`config.mk`:
```
export PLATFORM = sky130hd
export DESIGN_NAME = ram_load_arbiter_flat
export DESIGN_NICKNAME = d
export VERILOG_FILES = /design/src/rtl/ram_load_arbiter_if.sv /design/src/rtl/ram_load_arbiter.sv /design/src/flat_wrapper.sv
export SDC_FILE = /design/constraint.sdc
export NUM_CORES = 1
export LEC_CHECK = 0
export ABC_CLOCK_PERIOD_IN_PS = 3900
export BUFFER_PORTS_ARGS = -buffer_cell sky130_fd_sc_hd__clkbuf_2
export CORE_MARGIN = 4
export CORE_UTILIZATION = 45
export DETAILED_ROUTE_END_ITERATION = 10
export PLACE_DENSITY = 0.65
export SYNTH_ARGS = -nofsm -noshare
export SYNTH_HDL_FRONTEND = slang
export SYNTH_SLANG_ARGS = --single-unit
```
`constraint.sdc`:
```
create_clock -name clk -period 3.9 [get_ports clk]
set_input_delay 0.78 -clock clk [delete_from_list [all_inputs] [get_ports clk]]
set_output_delay 0.78 -clock clk [all_outputs]
set_load 0.05 [all_outputs]
```
`src/rtl/ram_load_arbiter_if.sv`:
```
// ----------------------------------------------------------------------------
// ram_load_arbiter_if
//   Bundles the three buses that meet at the RAM load arbiter:
//     loader word stream : wd_valid, wd_ready, wd_data[15:8 first], wd_last
//     DMA byte requester : dma_req, dma_gnt, dma_addr, dma_data
//     RAM write port     : ram_we, ram_addr, ram_data
//   slave  modport : seen from the arbiter (owns wd_ready, dma_gnt, ram_*)
//   master modport : seen from the environment (drives loader and DMA)
// ----------------------------------------------------------------------------
interface ram_load_arbiter_if #(
  parameter int ADDR_W = 16
) ();
  logic              wd_valid;
  logic              wd_ready;
  logic [15:0]       wd_data;
  logic              wd_last;

  logic              dma_req;
  logic              dma_gnt;
  logic [ADDR_W-1:0] dma_addr;
  logic [7:0]        dma_data;

  logic              ram_we;
  logic [ADDR_W-1:0] ram_addr;
  logic [7:0]        ram_data;

  modport slave (
    input  wd_valid, wd_data, wd_last, dma_req, dma_addr, dma_data,
    output wd_ready, dma_gnt, ram_we, ram_addr, ram_data
  );

  modport master (
    output wd_valid, wd_data, wd_last, dma_req, dma_addr, dma_data,
    input  wd_ready, dma_gnt, ram_we, ram_addr, ram_data
  );
endinterface

```
`src/rtl/ram_load_arbiter.sv`:
```
// ----------------------------------------------------------------------------
// ram_load_arbiter
//   Owns the byte-wide RAM write port. A load session (opened by start)
//   accepts 16-bit loader words, writes the high byte then the low byte to
//   consecutive addresses starting at BASE_ADDR, and shares the port with a
//   single DMA byte requester using round-robin arbitration per word.
//
//   Ports:
//     clk      : rising-edge clock
//     RST      : asynchronous active-low reset
//     bus      : loader / DMA / RAM buses (slave modport)
//     start    : 1-cycle pulse opening a session (ignored while busy)
//     busy     : session open (cycle after start through FIN)
//     done     : 1-cycle pulse in the cycle after the final loader byte
//     overflow : sticky, a loader byte hit the all-ones address
// ----------------------------------------------------------------------------
module ram_load_arbiter #(
  parameter int              ADDR_W     = 16,
  parameter logic [ADDR_W-1:0] BASE_ADDR  = 16'h000F,
  parameter int              LOAD_WORDS = 1024
) (
  input  logic                  clk,
  input  logic                  RST,
  ram_load_arbiter_if.slave     bus,
  input  logic                  start,
  output logic                  busy,
  output logic                  done,
  output logic                  overflow
);

  localparam int CNT_W = $clog2(LOAD_WORDS + 1);

  typedef enum logic [2:0] {
    S_IDLE,
    S_WAIT,
    S_HI,
    S_LO,
    S_FIN
  } state_t;

  state_t            state_q, state_d;
  logic [ADDR_W-1:0] addr_cnt_q;
  logic [CNT_W-1:0]  word_cnt_q;
  logic [7:0]        lo_buf_q;
  logic              last_q;
  logic              prio_loader_q;   // 1: loader wins the next contested slot
  logic              overflow_q;

  logic              end_pending;
  logic              take_word;
  logic              take_dma;
  logic              wd_ready_c;
  logic              dma_gnt_c;

  // Session must close once the last word, the word budget or the top of
  // the address space has been reached; no further words may be taken.
  assign end_pending = last_q || (word_cnt_q == CNT_W'(LOAD_WORDS)) || overflow_q;

  // --------------------------------------------------------------------------
  // State register
  // --------------------------------------------------------------------------
  // NOTE: sequential state uses non-blocking assignments so every register
  // samples the pre-edge values, independent of statement order.
  always_ff @(posedge clk or negedge RST) begin
    if (!RST) state_q <= S_IDLE;
    else      state_q <= state_d;
  end

  // --------------------------------------------------------------------------
  // Next state, handshakes and arbitration
  // --------------------------------------------------------------------------
  // NOTE: every signal assigned here gets a default first, so no path can
  // leave a value unassigned and infer a latch.
  always_comb begin
    state_d    = state_q;
    wd_ready_c = 1'b0;
    dma_gnt_c  = 1'b0;
    take_word  = 1'b0;
    take_dma   = 1'b0;

    unique case (state_q)
      S_IDLE: begin
        dma_gnt_c = bus.dma_req;
        if (start) state_d = S_WAIT;
      end

      // Word boundary: the only place loader and DMA compete.
      S_WAIT, S_LO: begin
        if (end_pending) begin
          dma_gnt_c = bus.dma_req;
          state_d   = S_FIN;
        end else begin
          // Loader is refused only when DMA is requesting and owns priority.
          wd_ready_c = !(bus.dma_req && !prio_loader_q);
          take_word  = bus.wd_valid && wd_ready_c;
          dma_gnt_c  = bus.dma_req && !take_word;
          state_d    = take_word ? S_HI : S_WAIT;
        end
      end

      // Low byte slot belongs to the word in flight. If the high byte already
      // landed on the all-ones address, the low byte would wrap, so drop it.
      S_HI: state_d = overflow_q ? S_FIN : S_LO;

      S_FIN: begin
        dma_gnt_c = bus.dma_req;
        state_d   = S_IDLE;
      end

      default: state_d = S_IDLE;
    endcase

    take_dma = dma_gnt_c;

    // Reset forces every output low, including the combinational handshakes.
    if (!RST) begin
      wd_ready_c = 1'b0;
      dma_gnt_c  = 1'b0;
      take_word  = 1'b0;
      take_dma   = 1'b0;
    end
  end

  // --------------------------------------------------------------------------
  // Datapath: session counters, word buffer, RAM port register
  // --------------------------------------------------------------------------
  always_ff @(posedge clk or negedge RST) begin
    if (!RST) begin
      addr_cnt_q    <= BASE_ADDR;
      word_cnt_q    <= '0;
      lo_buf_q      <= '0;
      last_q        <= 1'b0;
      prio_loader_q <= 1'b1;
      overflow_q    <= 1'b0;
      bus.ram_we    <= 1'b0;
      bus.ram_addr  <= '0;
      bus.ram_data  <= '0;
    end else begin
      bus.ram_we <= 1'b0;   // address/data hold when nothing is written

      if (state_q == S_IDLE && start) begin
        addr_cnt_q <= BASE_ADDR;
        word_cnt_q <= '0;
        last_q     <= 1'b0;
        overflow_q <= 1'b0;
      end

      if (take_word) begin
        bus.ram_we    <= 1'b1;
        bus.ram_addr  <= addr_cnt_q;
        bus.ram_data  <= bus.wd_data[15:8];
        lo_buf_q      <= bus.wd_data[7:0];
        last_q        <= bus.wd_last;
        word_cnt_q    <= word_cnt_q + 1'b1;
        prio_loader_q <= 1'b0;
        if (addr_cnt_q == '1) overflow_q <= 1'b1;
        else                  addr_cnt_q <= addr_cnt_q + 1'b1;
      end else if (state_q == S_HI && !overflow_q) begin
        bus.ram_we   <= 1'b1;
        bus.ram_addr <= addr_cnt_q;
        bus.ram_data <= lo_buf_q;
        if (addr_cnt_q == '1) overflow_q <= 1'b1;
        else                  addr_cnt_q <= addr_cnt_q + 1'b1;
      end else if (take_dma) begin
        bus.ram_we   <= 1'b1;
        bus.ram_addr <= bus.dma_addr;
        bus.ram_data <= bus.dma_data;
        // Only grants at a word boundary move the round-robin pointer.
        if (state_q == S_WAIT || state_q == S_LO) prio_loader_q <= 1'b1;
      end
    end
  end

  assign bus.wd_ready = wd_ready_c;
  assign bus.dma_gnt  = dma_gnt_c;
  assign busy         = (state_q != S_IDLE);
  assign done         = (state_q == S_FIN);
  assign overflow     = overflow_q;

endmodule

```
`src/flat_wrapper.sv`:
```
// flat-port wrapper written by rule: the top's interface ports become plain ports
module ram_load_arbiter_flat 
#(
  parameter int              ADDR_W     = 16,
  parameter logic [ADDR_W-1:0] BASE_ADDR  = 16'h000F,
  parameter int              LOAD_WORDS = 1024
)
  (clk, RST, start, busy, done, overflow, bus_wd_valid, bus_wd_data, bus_wd_last, bus_dma_req, bus_dma_addr, bus_dma_data, bus_wd_ready, bus_dma_gnt, bus_ram_we, bus_ram_addr, bus_ram_data);
  ram_load_arbiter_if #(.ADDR_W(ADDR_W)) bus_i ();
  input  logic clk;
  input  logic RST;
  input  logic start;
  output logic busy;
  output logic done;
  output logic overflow;
  input wire logic [$bits(bus_i.wd_valid)-1:0] bus_wd_valid;
  input wire logic [$bits(bus_i.wd_data)-1:0] bus_wd_data;
  input wire logic [$bits(bus_i.wd_last)-1:0] bus_wd_last;
  input wire logic [$bits(bus_i.dma_req)-1:0] bus_dma_req;
  input wire logic [$bits(bus_i.dma_addr)-1:0] bus_dma_addr;
  input wire logic [$bits(bus_i.dma_data)-1:0] bus_dma_data;
  output wire logic [$bits(bus_i.wd_ready)-1:0] bus_wd_ready;
  output wire logic [$bits(bus_i.dma_gnt)-1:0] bus_dma_gnt;
  output wire logic [$bits(bus_i.ram_we)-1:0] bus_ram_we;
  output wire logic [$bits(bus_i.ram_addr)-1:0] bus_ram_addr;
  output wire logic [$bits(bus_i.ram_data)-1:0] bus_ram_data;
  assign bus_i.wd_valid = bus_wd_valid;
  assign bus_i.wd_data = bus_wd_data;
  assign bus_i.wd_last = bus_wd_last;
  assign bus_i.dma_req = bus_dma_req;
  assign bus_i.dma_addr = bus_dma_addr;
  assign bus_i.dma_data = bus_dma_data;
  assign bus_wd_ready = bus_i.wd_ready;
  assign bus_dma_gnt = bus_i.dma_gnt;
  assign bus_ram_we = bus_i.ram_we;
  assign bus_ram_addr = bus_i.ram_addr;
  assign bus_ram_data = bus_i.ram_data;
  ram_load_arbiter #(.ADDR_W(ADDR_W), .BASE_ADDR(BASE_ADDR), .LOAD_WORDS(LOAD_WORDS)) u_core (.clk(clk), .RST(RST), .bus(bus_i), .start(start), .busy(busy), .done(done), .overflow(overflow));
endmodule
```
# After elaboration in Yosys (flattened, before gate mapping)
# Cells that the tools add are included.
[totals]
reg_bits = 66
latch_bits = 0
mem_bits_rw = 0
mem_bits_ro = 0
inputBits = 46
output_inout_bits = 30
n_memories = 0
[classes]
addsub = 2
n_mul = 0
n_div = 0
n_lt_le_gt_ge = 0
eq_ne = 8
shifts = 0
n_mux = 39
bitwise_logic = 0
reduce_logical = 21
[ops]
columns = ["cell", "n"]
rows = [
  ["2-to-1 mux 16 bit", 7],
  ["2-to-1 mux 8 bit", 3],
  ["2-to-1 mux 11 bit", 2],
  ["2-to-1 mux 1 bit", 21],
  ["adder 16 x 1 -> 16 bit, second input constant", 1],
  ["equality test 16 bit, second input constant", 1],
  ["adder 11 x 1 -> 11 bit, second input constant", 1],
  ["equality test 11 bit, second input constant", 1],
  ["2-to-1 mux 3 bit", 3],
  ["one-hot mux 3 bit (3 select lines)", 1],
  ["equality test 3 x 2 -> 1 bit, second input constant", 2],
  ["nonzero test 2 bit", 3],
  ["nonzero test 3 bit", 2],
  ["logical AND 1 bit", 5],
  ["logical NOT 1 bit", 4],
  ["OR reduction 2 bit", 2],
  ["equality test 3 x 1 -> 1 bit, second input constant", 1],
  ["equality test 3 bit, second input constant", 1],
  ["logical NOT 3 bit", 1],
  ["logical OR 1 bit", 3],
  ["AND reduction 3 bit", 1],
  ["2-to-1 mux 2 bit", 1],
  ["inequality test 2 x 1 -> 1 bit, second input constant", 1],
  ["inequality test 2 bit, second input constant", 1],
  ["one-hot mux 1 bit (2 select lines)", 1],
]

# Depth between registers and ports, before layout
# Gate-level depths: netlist (run 1).
[logic_depth]
depth_word = 12
depth_mapped = 10
depth_no_buf = 7

# Worst setup path after synthesis (run 1)
# OpenSTA, ideal clock, no wires.
[synth_timing]
path_kind = "register to output"
from = "register u_core.word_cnt_q[0]"
to = "output bus_wd_ready"
arrival_time_ns = 2.268
path_slack_ns = 0.852
path_stages_with_launch = 7
n_path_buf = 1
cell_sequence = "dfrtp_1 inv_1 ha_1 nor4b_1 a311o_1 buf_6 nor3_1"
[synth_between]
elab_chain_len = 6
[synth_lines]
columns = ["item", "line_no", "source"]
rows = [
  ["from (decl)", "ram_load_arbiter.sv:43", "logic [CNT_W-1:0] word_cnt_q;"],
  ["from (signal assigned)", "ram_load_arbiter.sv:154", "word_cnt_q <= word_cnt_q + 1'b1;"],
  ["equality test 11 bit", "ram_load_arbiter.sv:57", "assign end_pending = last_q || (word_cnt_q == CNT_W'(LOAD_WORDS)) || overflow_q;"],
  ["logical OR 1 bit (2 in a row)", "ram_load_arbiter.sv:57", ""],
  ["2-to-1 mux 1 bit", "ram_load_arbiter.sv:89", "if (end_pending) begin"],
  ["2-to-1 mux 1 bit", "ram_load_arbiter.sv:81", "unique case (state_q)"],
  ["2-to-1 mux 1 bit", "ram_load_arbiter.sv:116", "if (!RST) begin"],
  ["to (decl)", "flat_wrapper.sv:22", "output wire logic [$bits(bus_i.wd_ready)-1:0] bus_wd_ready;"],
]
# Every way passes these cells.

# Final worst setup path (run 1)
[layout_timing]
from = "register u_core.word_cnt_q[0]"
to = "output bus_dma_gnt"
[layout_between]
elab_chain_len = 6
[layout_lines]
columns = ["item", "line_no", "source"]
rows = [
  ["equality test 11 bit", "ram_load_arbiter.sv:57", ""],
  ["logical OR 1 bit (2 in a row)", "ram_load_arbiter.sv:57", ""],
  ["2-to-1 mux 1 bit", "ram_load_arbiter.sv:89", ""],
  ["one-hot mux 1 bit (2 select lines)", "ram_load_arbiter.sv:81", ""],
  ["2-to-1 mux 1 bit", "ram_load_arbiter.sv:116", ""],
  ["to (decl)", "flat_wrapper.sv:23", "output wire logic [$bits(bus_i.dma_gnt)-1:0] bus_dma_gnt;"],
]
# Every way passes these cells.

==> results by group, run 1 <==
Global routing
  • GRT Residual Overflow: 0
  • Initial antenna violation count: 0
  • Vias in the first global route: 2775
  • Total GRT Usage: 0.195
  • First-pass GRT wire length: 13800 µm
  • Largest net degree at the start of global routing: 37

Status
  • Status: finished clean

Pwr
  • Leakage: 1.98 nW
  • Peak supply drop: 0.482 mV
  • Power Density: 750 nW/µm²

Clock tree
  • PostCTS Resize Cnt: 0
  • CTS sink cnt: 66
  • Post-CTS Repair Setup Buffers: 0
  • CTS root buffer: clkbuf_8
  • TritonCTS Buffers: 9
  • CTS Buffer Depth: 2
  • # hold bufs at CTS: 0
  • Clk_lat worst skew: 0.33 ns
  • Clock transition at path regs: 0.08 ns
  • TritonCTS clock tree: done
  • H-tree depth: 3

Worst setup path
  • Critical Path AT: 2.30 ns
  • Reg2Reg Capture Point: u_core.bus.ram_data[5]
  • Kind of critical path: flip-flop to output pin
  • Reg2reg start: u_core.word_cnt_q[0]
  • Worst-path maximum fanout: 12
  • Worst reg2reg setup slack: 1.12 ns
  • Critical path required time: 3.12 ns
  • Critical path startpoint category: flip-flop
  • Worst Reg2Reg Path Length in Cells: 7
  • CP endpoint kind: output pin

Routing
  • Via count: 2890
  • DRC violations left: 0
  • Total wire length: 8350 µm
  • WL/cell: 16.0 µm
  • Post-route ant nets: 0
  • Initial DRC count: 178
  • Via/cell ratio: 5.55
  • DRT Pass-1 Iters: 4

Cells and area
  • Share of post-route cells with drive strength above 1: 0.299
  • Nets: 466
  • Final Instance Area: 4120 µm²
  • N_diodes: 0
  • Area growth from synthesis to layout: 17.4%

Floorplan
  • DIE AREA: 9290 µm²
  • I/O pins: 76
  • Die X: 96.4 µm
  • Core area: 7410 µm²
  • Starting Density: 0.474
  • # rows: 31
  • Die Ht: 96.4 µm

Yosys
  • Syn Inst Count: 342
  • Avg Synthesized Cell Area: 10.3 µm²
  • Post-synthesis sequential area ratio: 0.472
  • Synth top area cells: dfrtp_1 (43%), nand2_1 (4.6%), mux2i_1 (4.6%)
  • Syn nets: 391
  • Synth cell count leaders: dfrtp_1 (61), nand2_1 (43), nand3_1 (17), nor2_1 (17), o21ai_0 (17)
  • FFs w/ async S/R, synth: 1.00
  • Most frequent cell after synthesis: dfrtp_1
  • Post-synthesis cell area: 3510 µm²
  • Number of synthesized flops with an enable pin: 0
  • Area leader, netlist: dfrtp_1
  • Syn. warnings: 0
  • Flops & latches, synth: 66
  • Yosys top cell area share: 0.434
  • Yosys cell types: 52
  • Primary FF master, synth: dfrtp_1

STA
  • RSZ-0062 raised after global routing: false
  • Final TNS setup: 0 ns
  • Setup violators final: 0
  • Post-route clock period utilization: 0.789
  • Final Skew: 0.00709 ns
  • Worst Max-Slew Pin Slew: 1.10 ns
  • F_max: 325 MHz
  • Minimum clock period: 3.08 ns
  • Setup ws final: 0.823 ns
  • Final hold violations: 0
  • Slew Viols, Final: 0
  • Max-slew headroom: 0.257

Placement
  • Placer Congestion: 0.826
  • Post-Place Worst Slack: 1.16 ns
  • Number of port buffers: 75
  • Detailed Place HPWL: 6050 µm
  • Area after DPL: 3950 µm²

Worst hold path
  • HP Class: primary input to async pin

Flow run
  • Max-cap violation count: 0
[cell families after synthesis]
kind of cell    share of synthesized area
buf+inv                            0.0424
mux                                0.0712
xor+xnor                          0.00249
simple gates                        0.213
flops                               0.472
compound gates                      0.188
fa+ha+maj                          0.0107
[flip-flops by register name, indices dropped and copies added (netlist names)]
name and count:
u_core.bus.ram_addr 16, u_core.bus.ram_we 1, u_core.bus.ram_data 8, u_core.last_q 1, u_core.lo_buf_q 8, u_core.overflow 1, u_core.prio_loader_q 1, u_core.addr_cnt_q 16
u_core.word_cnt_q 11, u_core.state_q 3
[through the flow]
stage	hold slack (ns)	total power, mW	utilization	std cells
after CTS	0.333	3.12	0.557	521
final	0.345	3.09	0.557	521
after detailed placement	0.461	2.59	0.533	505
after floorplan	0.437	2.26	-	342
after global routing	0.345	3.31	0.557	521
after global placement	0.460	2.56	0.533	505
[layout make-up]
class / count / area [µm²]
clock buffers: 10 / 138
clock inverters: 6 / 41.3
fillers: 689 / 3280
inverters: 6 / 22.5
multi-input cells: 252 / 1710
flip-flops and latches: 66 / 1660
well taps: 99 / 124
repair buffers: 82 / 428
[placed cells by master (no fill, tap or decap), types with 3 or more instances in the layout]
cell type   synthesis  routed
clkbuf_2            1      74
ha_1                3       3
nor2_1             17      17
a221o_1             9       9
a21o_1             12      12
mux2_2              8       8
clkbuf_8            0      10
a31oi_1             5       5
and2_1              8       8
a22o_1             14      14
dfrtp_1            61      61
nor2b_1             4       4
mux2i_1            16      16
nand4_1             5       5
and4_1              3       3
a21oi_1             9       9
nand2_1            43      43
nand3b_1            3       3
nor3_1              8       8
buf_4               5       7
nor4_1              7       7
clkinvlp_4          0       3
inv_1               6       6
and3_1              5       5
dfstp_2             5       5
nand3_1            17      17
o21ai_0            17      17
nor4b_1             4       3
o21ai_1             3       3
o211ai_1            4       4
[per-layer routing]
layer | track usage | part of all wire | up-vias
li1 | - | - | 1420
met1 | 0.282 | 0.48 | 1390
met2 | 0.289 | 0.45 | 74
met3 | 0.0446 | 0.062 | 6
met4 | 0.0643 | 0.010 | 0
met5 | 0 | 0 | -
[worst max-delay path: stages, from the launching register on]
cell and delay, ns:
dfrtp_1 0.39, inv_1 0.09, ha_1 0.14, nor4b_1 0.45, a311oi_2 0.17, buf_4 0.23
a31oi_4 0.19, clkbuf_2 0.31
[worst max path at each step]
stage | slack, ns | to | depth (start not counted) | start
after floorplan | 0.85 | bus_wd_ready | 6 | u_core.word_cnt_q[0]
after global placement | 1.17 | u_core.bus.ram_data[2] | 6 | RST
after detailed placement | 1.16 | u_core.bus.ram_data[6] | 6 | RST
after CTS | 0.80 | bus_dma_gnt | 7 | u_core.word_cnt_q[0]
after global routing | 0.68 | bus_dma_gnt | 7 | u_core.word_cnt_q[0]
final | 0.82 | bus_dma_gnt | 7 | u_core.word_cnt_q[0]
[where the power goes]
part / switching, mW / internal [mW] / total, mW
combinational: 1.02 / 0.462 / 1.48
sequential: 0.171 / 0.922 / 1.09
clock: 0.270 / 0.248 / 0.518
total: 1.46 / 1.63 / 3.09
Power figures use the tool's default switching activity.
==> run 2, diff against run 1 <==
Settings changed: ABC_AREA set to 1, ABC_CLOCK_PERIOD_IN_PS 3900 to 3000, PLACE_DENSITY 0.65 to 0.64.
Clock period 3.9 ns to 3 ns, I/O delays scaled along.
==> results by group, run 2 <==
STA
  • RSZ-0062 raised after global routing: false
  • Slew Viols, Final: 0
  • Worst Max-Slew Pin Slew: 0.763 ns
  • F_max: 357 MHz
  • Setup violators final: 0
  • Final hold violations: 0
  • Minimum clock period: 2.80 ns
  • Max-slew headroom: 0.491
  • Post-route clock period utilization: 0.933
  • Final TNS setup: 0 ns
  • Final Skew: 0.0124 ns

Clock tree
  • Post-CTS Repair Setup Buffers: 0
  • CTS root buffer: clkbuf_8
  • Clk_lat worst skew: 0.35 ns
  • CTS sink cnt: 66
  • CTS Buffer Depth: 2
  • PostCTS Resize Cnt: 0
  • TritonCTS Buffers: 9
  • Clock transition at path regs: 0.07 ns
  • # hold bufs at CTS: 0
  • H-tree depth: 3
  • TritonCTS clock tree: done

Cells and area
  • # fillers: 826
  • Register Area: 1660 µm²
  • Non-filler instance count after layout: 714
  • Nets: 653
  • Area growth from synthesis to layout: 16.2%
  • Final Util: 0.542
  • N_diodes: 0
  • Multi-input logic area: 1860 µm²
  • Most frequent cells in the layout: nand2_1 (187), clkbuf_2 (74), o21ai_0 (67), nand3_1 (62), dfrtp_1 (61)
  • Share of post-route cells with drive strength above 1: 0.204
  • Commonest non-fill, non-tap cell in the layout: nand2_1
  • Final Instance Area: 4500 µm²
  • Biggest regs: u_core.addr_cnt_q (16), u_core.bus.ram_addr (16), u_core.word_cnt_q (11)

Worst setup path
  • CP Cell Sequence: inv_1, ha_1, nand2_1, nor2_1, nand3_2, nand2_1, nand2_1, nand2_2, nand2_4, inv_1, clkbuf_2
  • CP bufs+invs: 3
  • Reg2reg start: u_core.prio_loader_q
  • Worst-path maximum fanout: 26
  • Crit path from: u_core.word_cnt_q[0]
  • Cell family with most CP delay: simple AND/OR/NAND/NOR gates
  • CP endpoint kind: output pin
  • Critical path startpoint category: flip-flop
  • Critical path required time: 2.40 ns
  • Worst stage delay on the critical path: 0.40 ns
  • Kind of critical path: flip-flop to output pin
  • Critical Path AT: 2.20 ns
  • Most frequent CP cell: nand2_1
  • Critical Path Slowest Stage Cell: dfrtp_1

Yosys
  • Primary FF master, synth: dfrtp_1
  • Synth top area cells: dfrtp_1 (39%), nand2_1 (18%), o21ai_0 (8.7%)
  • Yosys cell types: 31
  • Flops & latches, synth: 66
  • Number of synthesized flops with an enable pin: 0
  • Yosys top cell area share: 0.394
  • Syn Inst Count: 535
  • Syn. warnings: 0
  • FFs w/ async S/R, synth: 1.00
  • Synth cell count leaders: nand2_1 (187), o21ai_0 (67), nand3_1 (62)
  • Post-synthesis sequential area ratio: 0.428
  • Area leader, netlist: dfrtp_1
  • Most frequent cell after synthesis: nand2_1
  • Syn nets: 584
  • Avg Synthesized Cell Area: 7.24 µm²
  • Post-synthesis cell area: 3870 µm²

Routing
  • Via count: 3636
  • Initial DRC count: 194
  • DRC violations left: 0
  • WL/cell: 13.9 µm
  • Total wire length: 9910 µm
  • Via/cell ratio: 5.09
  • DRT Pass-1 Iters: 5
  • Post-route ant nets: 0

Pwr
  • Peak supply drop: 0.363 mV
  • Leakage: 2.38 nW
  • Power Density: 981 nW/µm²

Placement
  • Placer Congestion: 0.899
  • Placed Instances: 698
  • Number of port buffers: 75
  • Area after DPL: 4270 µm²
  • Detailed Place HPWL: 7260 µm

Worst hold path
  • HP Class: primary input to async pin

Floorplan
  • I/O pins: 76
  • Starting Density: 0.466
  • Die X: 101 µm
  • # rows: 33
  • Core area: 8300 µm²
  • Die Ht: 101 µm
  • DIE AREA: 10200 µm²

Global routing
  • Vias in the first global route: 3403
  • Total GRT Usage: 0.204
  • Initial antenna violation count: 0
  • First-pass GRT wire length: 16500 µm
  • Largest net degree at the start of global routing: 60
  • GRT Residual Overflow: 0

Status
  • Status: finished clean

Flow run
  • Max-cap violation count: 0
-- run 2: cell count changes in the layout (fill, tap and decap cells not counted), sizes merged, moves of 9 or more --
| cell | previous run | this run |
|---|---|---|
| nand2 | 43 | 193 |
| a221o | 9 | 0 |
| mux2i | 16 | 0 |
| nand3 | 18 | 64 |
| a22o | 14 | 0 |
| a21o | 12 | 0 |
| inv | 7 | 56 |
| o21ai | 21 | 76 |
-- run 2: layout make-up --
cell class | instances | share of cell area
inverters | 57 | 0.0484
repair buffers | 79 | 0.0901
clock buffers | 10 | 0.0306
flip-flops and latches | 66 | 0.369
multi-input cells | 391 | 0.413
clock inverters | 6 | 0.0200
well taps | 105 | 0.0292
-- run 2: worst reg2reg max path: stages (launching register included) --
cell     delay (ns)
dfstp_2        0.52
inv_1          0.05
nand2_1        0.09
nand2_1        0.10
nor2_2         0.17
nand4_4        0.26
inv_2          0.51
o21ai_0        0.20
o22ai_1        0.15
-- run 2: metal layers --
layer | share of wire | wire length, µm | up-vias | GRT usage
li1 | - | - | 1862 | -
met5 | 0 | 0 | - | 0
met4 | 0.020 | 198 | 0 | 0.0642
met3 | 0.057 | 562 | 19 | 0.0436
met2 | 0.43 | 4250 | 92 | 0.303
met1 | 0.49 | 4900 | 1663 | 0.297
-- run 2: path summary, 6_finish.rpt --
kind / end / slack, ns / cells past startpoint
max: bus_dma_gnt / 0.20 / 11
min: u_core.word_cnt_q[3] / 0.13 / 1
max reg2reg: u_core.word_cnt_q[2] / 0.86 / 8
min reg2reg: u_core.last_q / 0.50 / 2
max in group asynchronous: u_core.addr_cnt_q[8] / 1.82 / 2
min in group clk: u_core.lo_buf_q[2] / 0.47 / 3
-- run 2: kinds of logic after synthesis --
kind of cell | count (synthesis) | synth area share
buffers and inverters | 78 | 0.0918
AOI/OAI and AO/OA | 84 | 0.111
and+or+nand+nor | 295 | 0.339
xor gates and xnor gates | 9 | 0.0204
adders and majority gates | 3 | 0.00970
DFF | 66 | 0.428
-- run 2: power by group --
part	internal [mW]	switching, mW	leakage [nW]	total (mW)
combinational	0.549	1.61	1.42	2.16
sequential	1.21	0.183	0.849	1.39
clock	0.492	0.366	0.112	0.858
-- run 2: per-stage QoR --
stage,setup WS (ns),hold WS (ns),power [mW]
after global routing,0.0154,0.127,4.76
after detailed placement,0.560,0.488,3.58
after CTS,0.194,0.121,4.44
final,0.200,0.131,4.41
after global placement,0.590,0.476,3.54
after floorplan,0.793,0.304,3.11
